===== src/rtl/reshape_pkg.sv =====
// reshape_pkg: shared bank state type and sizing helpers for reshape_serializer.
package reshape_pkg;
  typedef enum logic {BANK_EMPTY, BANK_FULL} bank_state_e;
  function automatic int beats(input int n_in, input int lanes);
    return n_in / lanes;
  endfunction
  function automatic int cnt_w(input int n_beats);
    return n_beats > 1 ? $clog2(n_beats) : 1;
  endfunction
endpackage


===== src/rtl/reshape_bank.sv =====
// reshape_bank: one frame register with parallel load and lane-indexed beat read.
module reshape_bank
  import reshape_pkg::*;
#(
  parameter int DATA_W = 16,
  parameter int N_IN = 40,
  parameter int LANES = 1,
  localparam int CW = cnt_w(beats(N_IN, LANES))
) (
  input  logic                         clk,
  input  logic                         reset_n,
  input  logic                         load,
  input  logic [N_IN-1:0][DATA_W-1:0]  d,
  input  logic [CW-1:0]                idx,
  output logic [LANES-1:0][DATA_W-1:0] beat
);
  logic [N_IN-1:0][DATA_W-1:0] frame_q, frame_d;
  always_comb frame_d = load ? d : frame_q;
  always_ff @(posedge clk or negedge reset_n)
    if (!reset_n) frame_q <= '0;
    else frame_q <= frame_d;
  assign beat = frame_q[int'(idx)*LANES +: LANES];
endmodule


===== src/rtl/reshape_serializer.sv =====
// reshape_serializer: captures an N_IN-word frame and streams it out LANES words per beat.
// Define RESHAPE_SER_PINGPONG_EN to add a shadow bank that loads while the active bank drains.
module reshape_serializer
  import reshape_pkg::*;
#(
  parameter int DATA_W = 16,
  parameter int N_IN = 40,
  parameter int LANES = 1
) (
  input  logic                         clk,
  input  logic                         reset_n,
  input  logic [N_IN-1:0][DATA_W-1:0]  in,
  input  logic                         s_valid,
  output logic                         s_ready,
  output logic [LANES-1:0][DATA_W-1:0] out,
  output logic                         m_valid,
  input  logic                         m_ready,
  output logic                         m_last
);
  localparam int BEATS = beats(N_IN, LANES);
  localparam int CW = cnt_w(BEATS);
  if (N_IN < 2 || N_IN % LANES != 0) begin : g_bad_cfg
    $error("reshape_serializer: N_IN must be >= 2 and a multiple of LANES");
  end
  bank_state_e act_q, act_d;
  logic [CW-1:0] cnt_q, cnt_d;
  logic last, in_xfer, out_xfer, ld_act;
  assign last = cnt_q == CW'(BEATS - 1);
  assign m_valid = act_q == BANK_FULL;
  assign m_last = m_valid & last;
  assign in_xfer = s_valid & s_ready;
  assign out_xfer = m_valid & m_ready;
  // A new frame goes straight to the active bank when it is idle or just emptied.
  assign ld_act = in_xfer & (!m_valid | (out_xfer & last));
`ifdef RESHAPE_SER_PINGPONG_EN
  bank_state_e shd_q, shd_d;
  logic sel_q, sel_d, s_ready_q, s_ready_d, ld_shd;
  logic [1:0][LANES-1:0][DATA_W-1:0] beat;
  assign ld_shd = in_xfer & !ld_act;
  assign s_ready = s_ready_q;
  assign out = beat[sel_q];
  for (genvar g = 0; g < 2; g++) begin : g_bank
    reshape_bank #(.DATA_W(DATA_W), .N_IN(N_IN), .LANES(LANES)) u_bank (
      .clk(clk), .reset_n(reset_n), .load(sel_q == 1'(g) ? ld_act : ld_shd),
      .d(in), .idx(cnt_q), .beat(beat[g])
    );
  end
`else
  assign s_ready = !m_valid | (m_ready & m_last);
  reshape_bank #(.DATA_W(DATA_W), .N_IN(N_IN), .LANES(LANES)) u_bank (
    .clk(clk), .reset_n(reset_n), .load(ld_act), .d(in), .idx(cnt_q), .beat(out)
  );
`endif
  always_comb begin
    act_d = act_q;
    cnt_d = cnt_q;
    if (out_xfer) begin
      cnt_d = last ? '0 : cnt_q + 1'b1;
      act_d = last ? BANK_EMPTY : BANK_FULL;
    end
    if (ld_act) begin
      act_d = BANK_FULL;
      cnt_d = '0;
    end
`ifdef RESHAPE_SER_PINGPONG_EN
    sel_d = sel_q;
    shd_d = shd_q;
    // Promotion is a bank-select flip, so the shadow frame is never copied.
    if (out_xfer && last && shd_q == BANK_FULL) begin
      sel_d = !sel_q;
      act_d = BANK_FULL;
      shd_d = BANK_EMPTY;
    end
    if (ld_shd) shd_d = BANK_FULL;
    s_ready_d = shd_d == BANK_EMPTY;
`endif
  end
  always_ff @(posedge clk or negedge reset_n)
    if (!reset_n) begin
      act_q <= BANK_EMPTY;
      cnt_q <= '0;
`ifdef RESHAPE_SER_PINGPONG_EN
      shd_q <= BANK_EMPTY;
      sel_q <= 1'b0;
      s_ready_q <= 1'b1;
`endif
    end else begin
      act_q <= act_d;
      cnt_q <= cnt_d;
`ifdef RESHAPE_SER_PINGPONG_EN
      shd_q <= shd_d;
      sel_q <= sel_d;
      s_ready_q <= s_ready_d;
`endif
    end
endmodule


===== config.mk =====
export PLATFORM = sky130hd
export DESIGN_NAME = reshape_serializer
export DESIGN_NICKNAME = d
export VERILOG_FILES = /design/src/rtl/reshape_pkg.sv /design/src/rtl/reshape_bank.sv /design/src/rtl/reshape_serializer.sv
export SDC_FILE = /design/constraint.sdc
export NUM_CORES = 1
export LEC_CHECK = 0
export CORE_MARGIN = 5
export CORE_UTILIZATION = 25
export DETAILED_ROUTE_END_ITERATION = 6
export SYNTH_ARGS = -nofsm -noshare
export SYNTH_HDL_FRONTEND = slang
export SYNTH_SLANG_ARGS = --single-unit

===== constraint.sdc =====
create_clock -name clk -period 4.4 [get_ports clk]
set_clock_uncertainty 0.2 [all_clocks]
set_input_delay 0.88 -clock clk [delete_from_list [all_inputs] [get_ports clk]]
set_output_delay 0.88 -clock clk [all_outputs]
set_load 0.01 [all_outputs]

== Word-level counts from Yosys, hierarchy flattened ==
Cells that the tools add are included.

* Shifts and indexed selects: 16
* Add/subtract/negate cells: 1
* Eq/ne operators: 1
* Reduce and logical (&&, ||, !) cells: 2
* Bitwise gates (word level): 8
* Mux-type cells: 6

{| class="wikitable"
|+ Operator list
! operator !! number
|-
| $shiftx A40 B7 Y1 || 16
|-
| $mux W6 || 3
|-
| $add A6 B1 Y6 const B || 1
|-
| $and A1 B1 Y1 || 6
|-
| $eq A6 B6 Y1 const B || 1
|-
| $mux W1 || 3
|-
| $or A1 B1 Y1 || 2
|-
| $reduce_bool A2 Y1 || 1
|-
| $logic_not A1 Y1 || 1
|}

* Output and inout port bits: 19
* Register bits after elaboration: 647
* Logic and storage cells: 76

== Depth between registers and ports, before layout ==
* Word-level depth: 7
* Depth in mapped cells: 9
* Mapped depth without buffers: 5

== By module ==
Synthesis repeated with hierarchy kept, for this count alone.

* Cell total of the unflattened synthesis: 1788
* Area total of the unflattened synthesis: 29184.2 um2

{| class="wikitable"
|+ By module, submodules not included
! module !! instances !! area each (um2) !! cells each
|-
| reshape_bank || 1 || 28770.1 || 1741
|-
| reshape_serializer || 1 || 414.1 || 47
|}

== Least setup slack after synthesis ==
No wires, ideal clock.

* Path type: register to output
* From: reg cnt_q[0]
* To: out out[0] in the netlist's numbering
* Stages on the path, launching flop included: 8
* Data arrival time: 1974 ps
* Required time: 3320 ps
* Setup slack: 1346 ps
* Path buffers: 3
* Path through: dfrtp_1 clkbuf_1 buf_2 buf_2 mux4_2 a22oi_1 a21o_1 o2111ai_1

{| class="wikitable"
|+ RTL lines
! what !! line !! RTL
|-
| from (decl) || reshape_serializer.sv:26 || <nowiki>logic [CW-1:0] cnt_q, cnt_d;</nowiki>
|-
| from (signal assigned) || reshape_serializer.sv:89 || <nowiki>cnt_q <= cnt_d;</nowiki>
|-
| to (decl) || reshape_serializer.sv:15 || <nowiki>output logic [LANES-1:0][DATA_W-1:0] out,</nowiki>
|}

==> summary.md <==
| Metric | Value |
|---|---|
| PortBufs | `662` |
| Final Hold Viols | `0` |
| RSZ-0062 raised after global routing | `yes` |
| Worst Setup SP | `cnt_q[0]` |
| Setup TNS | `0 ns` |
| HP Class | `flip-flop to flip-flop` |
| CTS Sinks | `647` |
| CP Max Fanout | `14` |
| Die Area | `125000 um2` |
| Vias in the first global route | `21.3k` |
| Flop2flop setup slack | `1.06 ns` |
| Global route overflow | `0` |
| Root buf cell | `clkbuf_16` |
| Fin. max-slew vios | `0` |
| Crit path max-delay family | `compound AO/OA/AOI/OAI gates` |
| Pin count of the biggest net entering global routing | `141` |
| Worst setup SP type | `flip-flop` |
| FF+latch count, synth | `647` |
| Largest stage delay, worst path | `0.53 ns` |
| Total power | `20500 uW` |
| Power Dens Cells | `494 nW/um2` |
| Filler instances | `11.5k` |
| DR WL met3 | `6960 um` |
| Routed len/inst | `26.6 um` |
| Starting DRT DRC Count | `1257` |
| Critical path class | `flip-flop to output pin` |
| Status | `complete, no violations` |
| Die height | `353 um` |
| Reg2reg path depth | `6` |
| Seq/Total Area, Yosys | `54.9%` |
| Final period util | `98.1%` |
| Max Root-Sink Buffers | `3` |
| Remaining DRCs | `0` |
| Synthesized area per cell | `15.6 um2` |
| DR pass1 iterations | `4` |
| Hold WS | `0.298 ns` |
| Ranking of synthesized cells by area | `dfrtp_1 (55%), mux2_2 (24%), mux4_2 (7.3%), mux2i_1 (4.9%), buf_6 (2.3%)` |
| Syn Inst Count | `1896` |
| Setup-failing EPs final | `0` |
| Reg2Reg Launch Point | `cnt_q[3]` |
| Critical Path Sink | `out[8]` |
| Synth cell types | `36` |
| Vias per cell | `4.58` |
| Boundary Pins | `663` |
| Critical path arrival | `3.24 ns` |
| Worst Setup End Kind | `output pin` |
| Slowest cell on crit path | `dfrtp_4` |
| Final wirelength | `113000 um` |
| Die width | `353 um` |
| CP required | `3.32 ns` |
| # Max-Cap Violations | `0` |
| H-tree depth | `3` |
| Via count | `19.5k` |
| Register area | `16200 um2` |
| Mapped Area | `29500 um2` |
| Multi-input gate area in the final layout | `12600 um2` |
| Syn Nets | `2541` |
| Fmax | `232 MHz` |
| WP depth | `7` |
| Max transition margin | `43.5%` |
| Lkg Pwr | `0.0176 uW` |
| Core Rows | `126` |
| Max rail drop VDD | `0.000285 V` |
| Yosys warning total | `0` |
| Post-Layout Inst Area | `41400 um2` |
| Top sig layer | `met5` |
| Final HPWL DP | `86700 um` |
| Worst r2r dst | `u_bank.frame_q[144]` |
| Synth top area share | `54.9%` |
| Dpl cell area | `38100 um2` |
| Initial antenna violation count | `37` |
| CTS tree | `yes` |
| Min-delay src | `u_bank.frame_q[426]` |
| Area grow syn2layout | `40.3%` |
| Area leader, netlist | `dfrtp_1` |
| Layout cells sized above 1 | `39.2%` |
| M1 WL | `48100 um` |
| Met2 WL | `55200 um` |
| Core area | `118000 um2` |
| Worst slew pin tran | `0.843 ns` |
| Number of nets with antenna violations after routing | `0` |
| Final net count | `3267` |
| CP Cell Sequence | `buf_12, buf_4, mux4_2, a22oi_2, a21o_1, o2111ai_2, buf_4` |
| Starting Density | `25.1%` |
| RePlAce Congestion | `0.795` |
| Buf+Inv Stages, Crit Path | `3` |
| Fin util | `35.2%` |
| Clock slew at reported path FFs | `0.06 ns` |
| Cts bufs inserted | `79` |
| Worst path most repeated cell | `buf_4` |
| Tmin final | `4.32 ns` |
| GRT Util Overall | `17.7%` |
| Worst skew pair latency | `0.65 ns` |
| First-pass GRT wire length | `158000 um` |
-- cells in the mapped netlist --
cell type,number
buf_4,6
or3b_2,1
nand2_2,1
a21oi_1,13
nand2_1,26
o21ai_0,5
nand2b_1,1
mux2i_1,144
o21a_1,1
dfrtp_1,647
nand4_1,6
xnor2_1,1
ha_1,1
or3b_1,1
buf_2,13
nor2b_1,4
a22o_1,1
clkbuf_1,47
or3_1,1
buf_1,14
or2_1,1
buf_6,60
a22oi_1,80
a21boi_0,1
inv_1,2
a21o_1,18
o31ai_1,1
nor2_1,8
o31ai_4,1
nand3_1,32
mux4_2,96
a311oi_1,1
and2_1,3
nor3_1,2
mux2_2,640
o2111ai_1,16
-- final cells by class --
cell class,count,share of cell area (%)
clock buffers,115,5.72
diodes,27,0.163
clock inverters,28,0.820
flip-flops and latches,647,39.2
multi-input cells,1109,30.5
well taps,1536,4.65
inverters,2,0.0181
repair buffers,783,19.0
-- metal layers --
| metal | vias to the layer above | GRT usage [%] |
|---|---|---|
| met5 | - | 0 |
| met1 | 10100 | 22.6 |
| met3 | 138 | 4.81 |
| li1 | 8598 | - |
| met2 | 571 | 29.4 |
| met4 | 16 | 5.27 |
-- sequential cells by signal (all words and copies together) (netlist names) --
| register | cells |
|---|---|
| cnt_q | 6 |
| m_valid | 1 |
| u_bank.frame_q | 640 |
-- repair_timing --
item	in CTS	in global routing
resized for setup	51	17
hold buffers	1	0
cloned	2	0
pin swaps	5	9
setup endpoints to repair	17	13
buffers inserted	19	4
hold endpoints to repair	14	0
-- placed cells by master (no fill, tap or decap), drive strengths merged, types with 9 or more instances in the layout --
cell and n:
a21o 18, a21oi 13, a22oi 80, buf 132, clkbuf 115, clkdlybuf4s50 645, clkinv 16, dfrtp 647
diode 27, mux2 640, mux2i 144, mux4 96, nand2 27, nand3 32, nor2 9, o2111ai 16
-- how the worst min path moves through the flow --
stage | endpoint | slack (ns) | cells past startpoint
after global placement | u_bank.frame_q[621] | 0.28 | 1
after floorplan | u_bank.frame_q[100] | 0.27 | 1
after detailed placement | u_bank.frame_q[618] | 0.29 | 1
final | u_bank.frame_q[426] | 0.30 | 1
after global routing | u_bank.frame_q[632] | 0.31 | 1
after CTS | u_bank.frame_q[618] | 0.30 | 1
-- power breakdown --
group	switching, uW	leakage [uW]	internal, uW	total [uW]
registers	495	0.00801	6660	7160
clock network	2660	0.00134	4140	6800
logic	3430	0.00822	3070	6500
total	6580	0.0176	13900	20500
-- cell families (layout without fill, tap and decap cells) --
| logic type | Yosys count | after routing | share of synthesized area, % |
|---|---|---|---|
| simple gates | 87 | 89 | 1.43 |
| buf+inv | 142 | 928 | 3.47 |
| xor+xnor | 1 | 1 | 0.0297 |
| mux | 880 | 880 | 36.7 |
| compound gates | 138 | 138 | 3.48 |
| flops | 647 | 647 | 54.9 |
| other cells | 0 | 27 | 0 |
| fa+ha+maj | 1 | 1 | 0.0424 |
-- stage by stage --
| stage | cells | setup WS, ns |
|---|---|---|
| after floorplan | 1896 | 1.35 |
| after global placement | 4051 | -0.0931 |
| after detailed placement | 4051 | -0.0709 |
| after CTS | 4216 | -0.0303 |
| after global routing | 4234 | -0.00140 |
| final | 4247 | 0.0833 |
Note: power is estimated with default switching activity, not from simulation.
